--- config.mk ---
export PLATFORM = sky130hd
export DESIGN_NAME = hazard_tag_pipe
export DESIGN_NICKNAME = d
export VERILOG_FILES = /design/src/rtl/hazard_tag_pipe.sv
export SDC_FILE = /design/constraint.sdc
export NUM_CORES = 1
export LEC_CHECK = 0
export CAP_MARGIN = 40
export CORE_UTILIZATION = 44
export CTS_CLUSTER_DIAMETER = 100
export CTS_CLUSTER_SIZE = 25
export DETAILED_ROUTE_END_ITERATION = 10
export PLACE_DENSITY = 0.84
export SYNTH_ARGS = -nofsm -noshare
export SYNTH_HDL_FRONTEND = slang
export SYNTH_SLANG_ARGS = --single-unit
--- constraint.sdc ---
create_clock -name clk -period 1.01 [get_ports clk]
set_input_delay 0.202 -clock clk [delete_from_list [all_inputs] [get_ports clk]]
set_output_delay 0.202 -clock clk [all_outputs]
set_load 0.02 [all_outputs]
--- src/rtl/hazard_tag_pipe.sv ---
// hazard_tag_pipe: carries register tags and write-control bits down E/M/W and emits the Match_*
// comparisons the hazard unit consumes. Optional macro HAZARD_PC_EXCLUDE_EN masks R15 source matches.
module hazard_tag_pipe #(
    parameter int REG_W = 4
) (
    input  logic             clk,
    input  logic             reset,
    input  logic [REG_W-1:0] RA1D,
    input  logic [REG_W-1:0] RA2D,
    input  logic [REG_W-1:0] RA3D,
    input  logic [REG_W-1:0] RA0D,
    input  logic [REG_W-1:0] WA3D,
    input  logic [REG_W-1:0] WA4D,
    input  logic             RegWriteD,
    input  logic             RegWrite2D,
    input  logic             MemToRegD,
    input  logic             InstrValidF,
    input  logic             StallD,
    input  logic             FlushD,
    input  logic             FlushE,
    output logic             Match_1E_M,
    output logic             Match_1E_W,
    output logic             Match_1E_M0,
    output logic             Match_1E_W0,
    output logic             Match_2E_M,
    output logic             Match_2E_W,
    output logic             Match_2E_M0,
    output logic             Match_2E_W0,
    output logic             Match_3E_M,
    output logic             Match_3E_W,
    output logic             Match_3E_M0,
    output logic             Match_3E_W0,
    output logic             Match_0E_M,
    output logic             Match_0E_W,
    output logic             Match_0E_M0,
    output logic             Match_0E_W0,
    output logic             Match_12D_E,
    output logic             RegWriteM,
    output logic             RegWriteW,
    output logic             RegWrite2M,
    output logic             RegWrite2W,
    output logic             MemToRegE
);

`ifdef HAZARD_PC_EXCLUDE_EN
    localparam logic [REG_W-1:0] PC_TAG = REG_W'(15);
`endif

    // PC reads come from the PC path (PC+8), so an R15 source never forwards.
    function automatic logic src_match(input logic [REG_W-1:0] src, input logic [REG_W-1:0] dst);
`ifdef HAZARD_PC_EXCLUDE_EN
        return (src == dst) && (src != PC_TAG);
`else
        return src == dst;
`endif
    endfunction

    logic             valid_d;

    logic [REG_W-1:0] ra0_e;
    logic [REG_W-1:0] ra1_e;
    logic [REG_W-1:0] ra2_e;
    logic [REG_W-1:0] ra3_e;
    logic [REG_W-1:0] wa3_e;
    logic [REG_W-1:0] wa4_e;
    logic             reg_write_e;
    logic             reg_write2_e;
    logic             mem_to_reg_e;

    logic [REG_W-1:0] wa3_m;
    logic [REG_W-1:0] wa4_m;
    logic             reg_write_m;
    logic             reg_write2_m;

    logic [REG_W-1:0] wa3_w;
    logic [REG_W-1:0] wa4_w;
    logic             reg_write_w;
    logic             reg_write2_w;

    // FlushD outranks StallD; StallD is an enable, so 0 means hold.
    always_ff @(posedge clk or negedge reset) begin
        if (!reset) begin
            valid_d <= 1'b0;
        end else if (FlushD) begin
            valid_d <= 1'b0;
        end else if (StallD) begin
            valid_d <= InstrValidF;
        end
    end

    // E never holds: a flush with StallD=0 upstream is how the load-use bubble is formed.
    always_ff @(posedge clk or negedge reset) begin
        if (!reset) begin
            ra0_e        <= '0;
            ra1_e        <= '0;
            ra2_e        <= '0;
            ra3_e        <= '0;
            wa3_e        <= '0;
            wa4_e        <= '0;
            reg_write_e  <= 1'b0;
            reg_write2_e <= 1'b0;
            mem_to_reg_e <= 1'b0;
        end else if (FlushE) begin
            ra0_e        <= '0;
            ra1_e        <= '0;
            ra2_e        <= '0;
            ra3_e        <= '0;
            wa3_e        <= '0;
            wa4_e        <= '0;
            reg_write_e  <= 1'b0;
            reg_write2_e <= 1'b0;
            mem_to_reg_e <= 1'b0;
        end else begin
            ra0_e        <= RA0D;
            ra1_e        <= RA1D;
            ra2_e        <= RA2D;
            ra3_e        <= RA3D;
            wa3_e        <= WA3D;
            wa4_e        <= WA4D;
            reg_write_e  <= RegWriteD & valid_d;
            reg_write2_e <= RegWrite2D & valid_d;
            mem_to_reg_e <= MemToRegD & valid_d;
        end
    end

    always_ff @(posedge clk or negedge reset) begin
        if (!reset) begin
            wa3_m        <= '0;
            wa4_m        <= '0;
            reg_write_m  <= 1'b0;
            reg_write2_m <= 1'b0;
            wa3_w        <= '0;
            wa4_w        <= '0;
            reg_write_w  <= 1'b0;
            reg_write2_w <= 1'b0;
        end else begin
            wa3_m        <= wa3_e;
            wa4_m        <= wa4_e;
            reg_write_m  <= reg_write_e;
            reg_write2_m <= reg_write2_e;
            wa3_w        <= wa3_m;
            wa4_w        <= wa4_m;
            reg_write_w  <= reg_write_m;
            reg_write2_w <= reg_write2_m;
        end
    end

    // Raw tag equality; the hazard unit applies the RegWrite qualifiers itself.
    assign Match_1E_M  = src_match(ra1_e, wa3_m);
    assign Match_1E_W  = src_match(ra1_e, wa3_w);
    assign Match_1E_M0 = src_match(ra1_e, wa4_m);
    assign Match_1E_W0 = src_match(ra1_e, wa4_w);

    assign Match_2E_M  = src_match(ra2_e, wa3_m);
    assign Match_2E_W  = src_match(ra2_e, wa3_w);
    assign Match_2E_M0 = src_match(ra2_e, wa4_m);
    assign Match_2E_W0 = src_match(ra2_e, wa4_w);

    assign Match_3E_M  = src_match(ra3_e, wa3_m);
    assign Match_3E_W  = src_match(ra3_e, wa3_w);
    assign Match_3E_M0 = src_match(ra3_e, wa4_m);
    assign Match_3E_W0 = src_match(ra3_e, wa4_w);

    assign Match_0E_M  = src_match(ra0_e, wa3_m);
    assign Match_0E_W  = src_match(ra0_e, wa3_w);
    assign Match_0E_M0 = src_match(ra0_e, wa4_m);
    assign Match_0E_W0 = src_match(ra0_e, wa4_w);

    assign Match_12D_E = valid_d & (src_match(RA1D, wa3_e) | src_match(RA2D, wa3_e));

    assign RegWriteM   = reg_write_m;
    assign RegWriteW   = reg_write_w;
    assign RegWrite2M  = reg_write2_m;
    assign RegWrite2W  = reg_write2_w;
    assign MemToRegE   = mem_to_reg_e;

endmodule

-- Word level (Yosys, flattened, before mapping)
Cells that the tools add are included.
W data, S select, Z words.
- latch bits: 0
- logic and storage cells: 53
- input port bits: 33
- output and inout bits: 22
- memories kept: 0
- bits in writable memories: 0
- memory bits (read-only): 0
- flip-flop bits (word level): 48
- bitwise operators: 5
- reductions and logical operators: 1
- $add $sub $neg: 0
- magnitude comparators: 0
- muxes and demuxes: 11
- multiply operators: 0
- shift operators: 0
- equality and inequality tests: 18
- div/mod/pow operators: 0
- operators by type and width (operator ; count):
    $eq A4 B4 Y1 ; 18
    $mux W4 ; 6
    $mux W1 ; 5
    $and A1 B1 Y1 ; 4
    $reduce_bool A2 Y1 ; 1
    $or A1 B1 Y1 ; 1

-- Logic depth before layout (Yosys ltp)
- depth in word-level cells: 3
- depth in mapped cells: 3

-- Worst setup path after synthesis
Ideal clock, no wire load.
- kind: reg2out
- start: reg wa3_e[1]
- end: out Match_12D_E
- stages on the path, launching flop included: 4
- buffers on the path: 0
- required time: 0.808 ns
- path slack: -0.327 ns
- data arrival time: 1.135 ns
- cells stage by stage: dfrtp_1 -> xnor2_1 -> nand4_1 -> a21boi_0
- word-level cells in the longest chain between the ends: 3
- ends and longest elaborated chain (what ; RTL line ; RTL):
    start: declaration ; 64 ; logic [REG_W-1:0] wa3_e;
    start signal: assignment ; 98 ; wa3_e <= '0;
    start signal: assignment ; 108 ; wa3_e <= '0;
    start signal: assignment ; 118 ; wa3_e <= WA3D;
    $eq A4 B4 Y1 ; 54 ; return src == dst;
    $or A1 B1 Y1 (*) ; 169 ; assign Match_12D_E = valid_d & (src_match(RA1D, wa3_e) | src_match(RA2D, wa3_e));
    $and A1 B1 Y1 (*) ; 169 ;
    end: declaration ; 37 ; output logic Match_12D_E,
Every way passes the cells marked *; elsewhere a longest branch is shown, timed or not.

-- Worst setup path after layout
- start: reg ra1_e[1]
- end: out Match_1E_M0
- word-level cells in the longest chain between the ends: 1
- ends and longest elaborated chain (what ; RTL line ; RTL):
    start: declaration ; 61 ; logic [REG_W-1:0] ra1_e;
    start signal: assignment ; 95 ; ra1_e <= '0;
    start signal: assignment ; 105 ; ra1_e <= '0;
    start signal: assignment ; 115 ; ra1_e <= RA1D;
    $eq A4 B4 Y1 ; 54 ;
    end: declaration ; 23 ; output logic Match_1E_M0,
No other way between the ends.

==> summary.txt <==
Power and ir drop
  • Switch Pwr: 1220 uW
  • Logic gate share of total power: 22.4%
  • Clock power frac: 26.8%
  • Leak: 0.00153 uW
  • Flop pwr share: 50.8%
  • Switching part of the total power: 28.3%
  • Worst vdd ir: 985 uV
  • Cell internal pwr: 3080 uW
  • Total Power: 4290 uW
  • Power Density: 1300 nW/um^2

Finish
  • Utilization after layout: 68.4%
  • Final non-filler cell total: 315
  • Nets: 280
  • Most frequent cells in the layout: xor2_1, clkdlybuf4s50_1, buf_4
  • Layout Area Growth over Synthesis: 46.5%
  • Commonest non-fill, non-tap cell in the layout: xor2_1
  • Final antenna diode count: 0
  • Layout cells sized above 1: 38.7%
  • # fillers: 369
  • Final design area excluding fillers: 3300 sq um

Status
  • Failing checks: setup timing
  • Outcome: finished, violations left

Clock tree
  • CTS Buf Count: 5
  • H-tree depth: 2
  • Register clock-pin slew on the reported worst setup and hold paths: 0.08 ns
  • Clock Sink Count: 48
  • Worst-Skew Late Latency: 0.30 ns
  • Max clock buf depth: 2
  • CTS tree: done
  • Clk Tree Root Cell: clkbuf_8

Die
  • Starting Density: 46.7%
  • DIE AREA: 5410 sq um
  • Die Height: 73.5 microns
  • Ports: 55
  • Die Wd: 73.5 microns
  • Core area: 4820 sq um
  • # rows: 25

STA
  • Setup violations, final: 22
  • Worst setup margin: -0.654 ns
  • Max_slew headroom: 81.7%
  • Fmax: 601 MHz
  • Post-route minimum period: 1.66 ns
  • Worst Skew: 0.00676 ns
  • Hold Vio Cnt, Final: 0
  • Final Cycle Share: 165%
  • Slew of the pin with the lowest slew margin: 0.274 ns
  • Unrepaired setup endpoints after global routing: true
  • Fin. max-slew vios: 0
  • Hold slack final: 0.347 ns

Place
  • DP HPWL: 3490 microns
  • Routability cong.: 0.810
  • IO Port Bufs: 54
  • DP Area: 3120 sq um
  • Post-Place Cells: 301

Global route
  • Overflow left after global routing: 0
  • GRT Util Overall: 19.4%
  • Largest net degree at the start of global routing: 49
  • First-pass GRT wire length: 7450 microns
  • Vias in the first global route: 1514
  • Initial antenna violation count: 0

Run
  • MaxCap Viol Count: 0

Hold path
  • Min-delay src: wa4_e[0]
  • Hold crit path type: reg2reg

Synth
  • Post-Syn Area: 2250 sq um
  • Cells after Synth: 171
  • Synth warn: 0
  • Synth unique cells: 11
  • Syn avg cell area: 13.2 sq um
  • Post-synthesis register bit count: 48
  • Syn_nets: 204
  • Post-synthesis sequential area ratio: 53.4%

Setup path
  • Worst Setup SP: ra1_e[1]
  • CP Launch Type: flip-flop
  • Data arrival time of the critical path: 1.46 ns
  • Critical R2R Launch: valid_d
  • CP max FO: 4
  • Setup crit end kind: output port
  • CP Class: reg2out
  • Worst EP required: 0.81 ns

Drt
  • DR DRC count: 0
  • Initial detailed-routing violation count: 42
  • Wire length per cell: 14.5 microns
  • Via Count: 1458
  • Drt pass-1 iters: 4
  • Vias per Instance: 4.63
  • Routed wire length: 4580 microns
  • Antenna-violating nets left: 0
-- flip-flops by register name, indices dropped and copies added, names as in the netlist, 4 cells and up --
register  cells
ra0_e         4
ra2_e         4
wa4_e         4
wa3_w         4
wa3_e         4
wa4_w         4
wa4_m         4
ra1_e         4
ra3_e         4
wa3_m         4
-- area by class of cell --
class,instances,area (sq um),share of cell area [%]
Clock inverter,1,7.51,0.228
Timing Repair Buffer,71,646,19.6
Sequential cell,48,1230,37.4
Multi-Input combinational cell,121,1240,37.6
Clock buffer,7,86.3,2.62
Tap cell,67,83.8,2.54
-- routing by layer --
| layer | wire length [microns] | track usage, % | vias up | share of wire [%] |
|---|---|---|---|---|
| li1 | - | - | 697 | - |
| met1 | 1950 | 23.8 | 709 | 43 |
| met2 | 2350 | 33.3 | 43 | 51 |
| met3 | 176 | 3.84 | 9 | 3.8 |
| met4 | 102 | 8.55 | 0 | 2.2 |
| met5 | 0 | 0 | - | 0 |
-- through the flow --
step / TNS, ns / worst slack (ns)
final: -10.42 / -0.654
after global routing: -11.65 / -0.704
after detailed placement: -17.50 / -0.971
after global placement: -16.61 / -0.909
after floorplan: -3.64 / -0.224
after CTS: -10.79 / -0.665
-- worst max-delay path, cell delays in order (launching register included) --
cell and delay (ns):
dfrtp_2 0.47, xor2_1 0.20, nor4_4 0.30, buf_4 0.19
-- cell usage after synthesis, drive strengths merged --
cell type  number  share of area [%]
nand4           2               0.56
nor2b          25                6.9
nor2            1               0.17
mux2i           1               0.44
dfrtp          48                 53
nor4           16                8.9
xnor2           8                3.1
a21boi          1               0.33
buf             2               0.44
and2            3               0.83
xor2           64                 25
-- cells by family after synthesis --
group,share of synthesized area [%]
multiplexers,0.445
buffers and inverters,0.445
AO/OA/AOI/OAI,0.334
flip-flops,53.4
XOR/XNOR,28.0
AND/OR/NAND/NOR,17.4
-- power by group through the flow --
| stage | Combinational (uW) | Clock [uW] | Sequential (uW) |
|---|---|---|---|
| CTS | 958 | 1180 | 2180 |
| floorplan | 574 | 0 | 2170 |
| finish | 963 | 1150 | 2180 |
| global placement | 939 | 0 | 2200 |
| detailed placement | 963 | 0 | 2200 |
| global route | 1040 | 1260 | 2190 |
-- repair_timing --
item | CTS | global route
endpoints found under the hold margin | 48 | 0
pin swaps | 8 | 2
hold buffers | 1 | 0
resized for setup | 136 | 7
setup endpoints to repair | 22 | 22
setup buffers | 1 | 4
-- worst paths after layout --
check | slack (ns) | depth (start not counted) | endpoint
worst min register to register | 0.35 | 0 | wa4_m[0]
max in group asynchronous | 0.35 | 3 | wa4_m[2]
worst max register to register | 0.09 | 3 | MemToRegE
worst min-delay path | 0.35 | 0 | wa4_m[0]
worst max-delay path | -0.65 | 3 | Match_1E_M0
min in group asynchronous | 0.43 | 3 | wa3_m[3]
No activity file was read; power rests on OpenSTA's default activity.
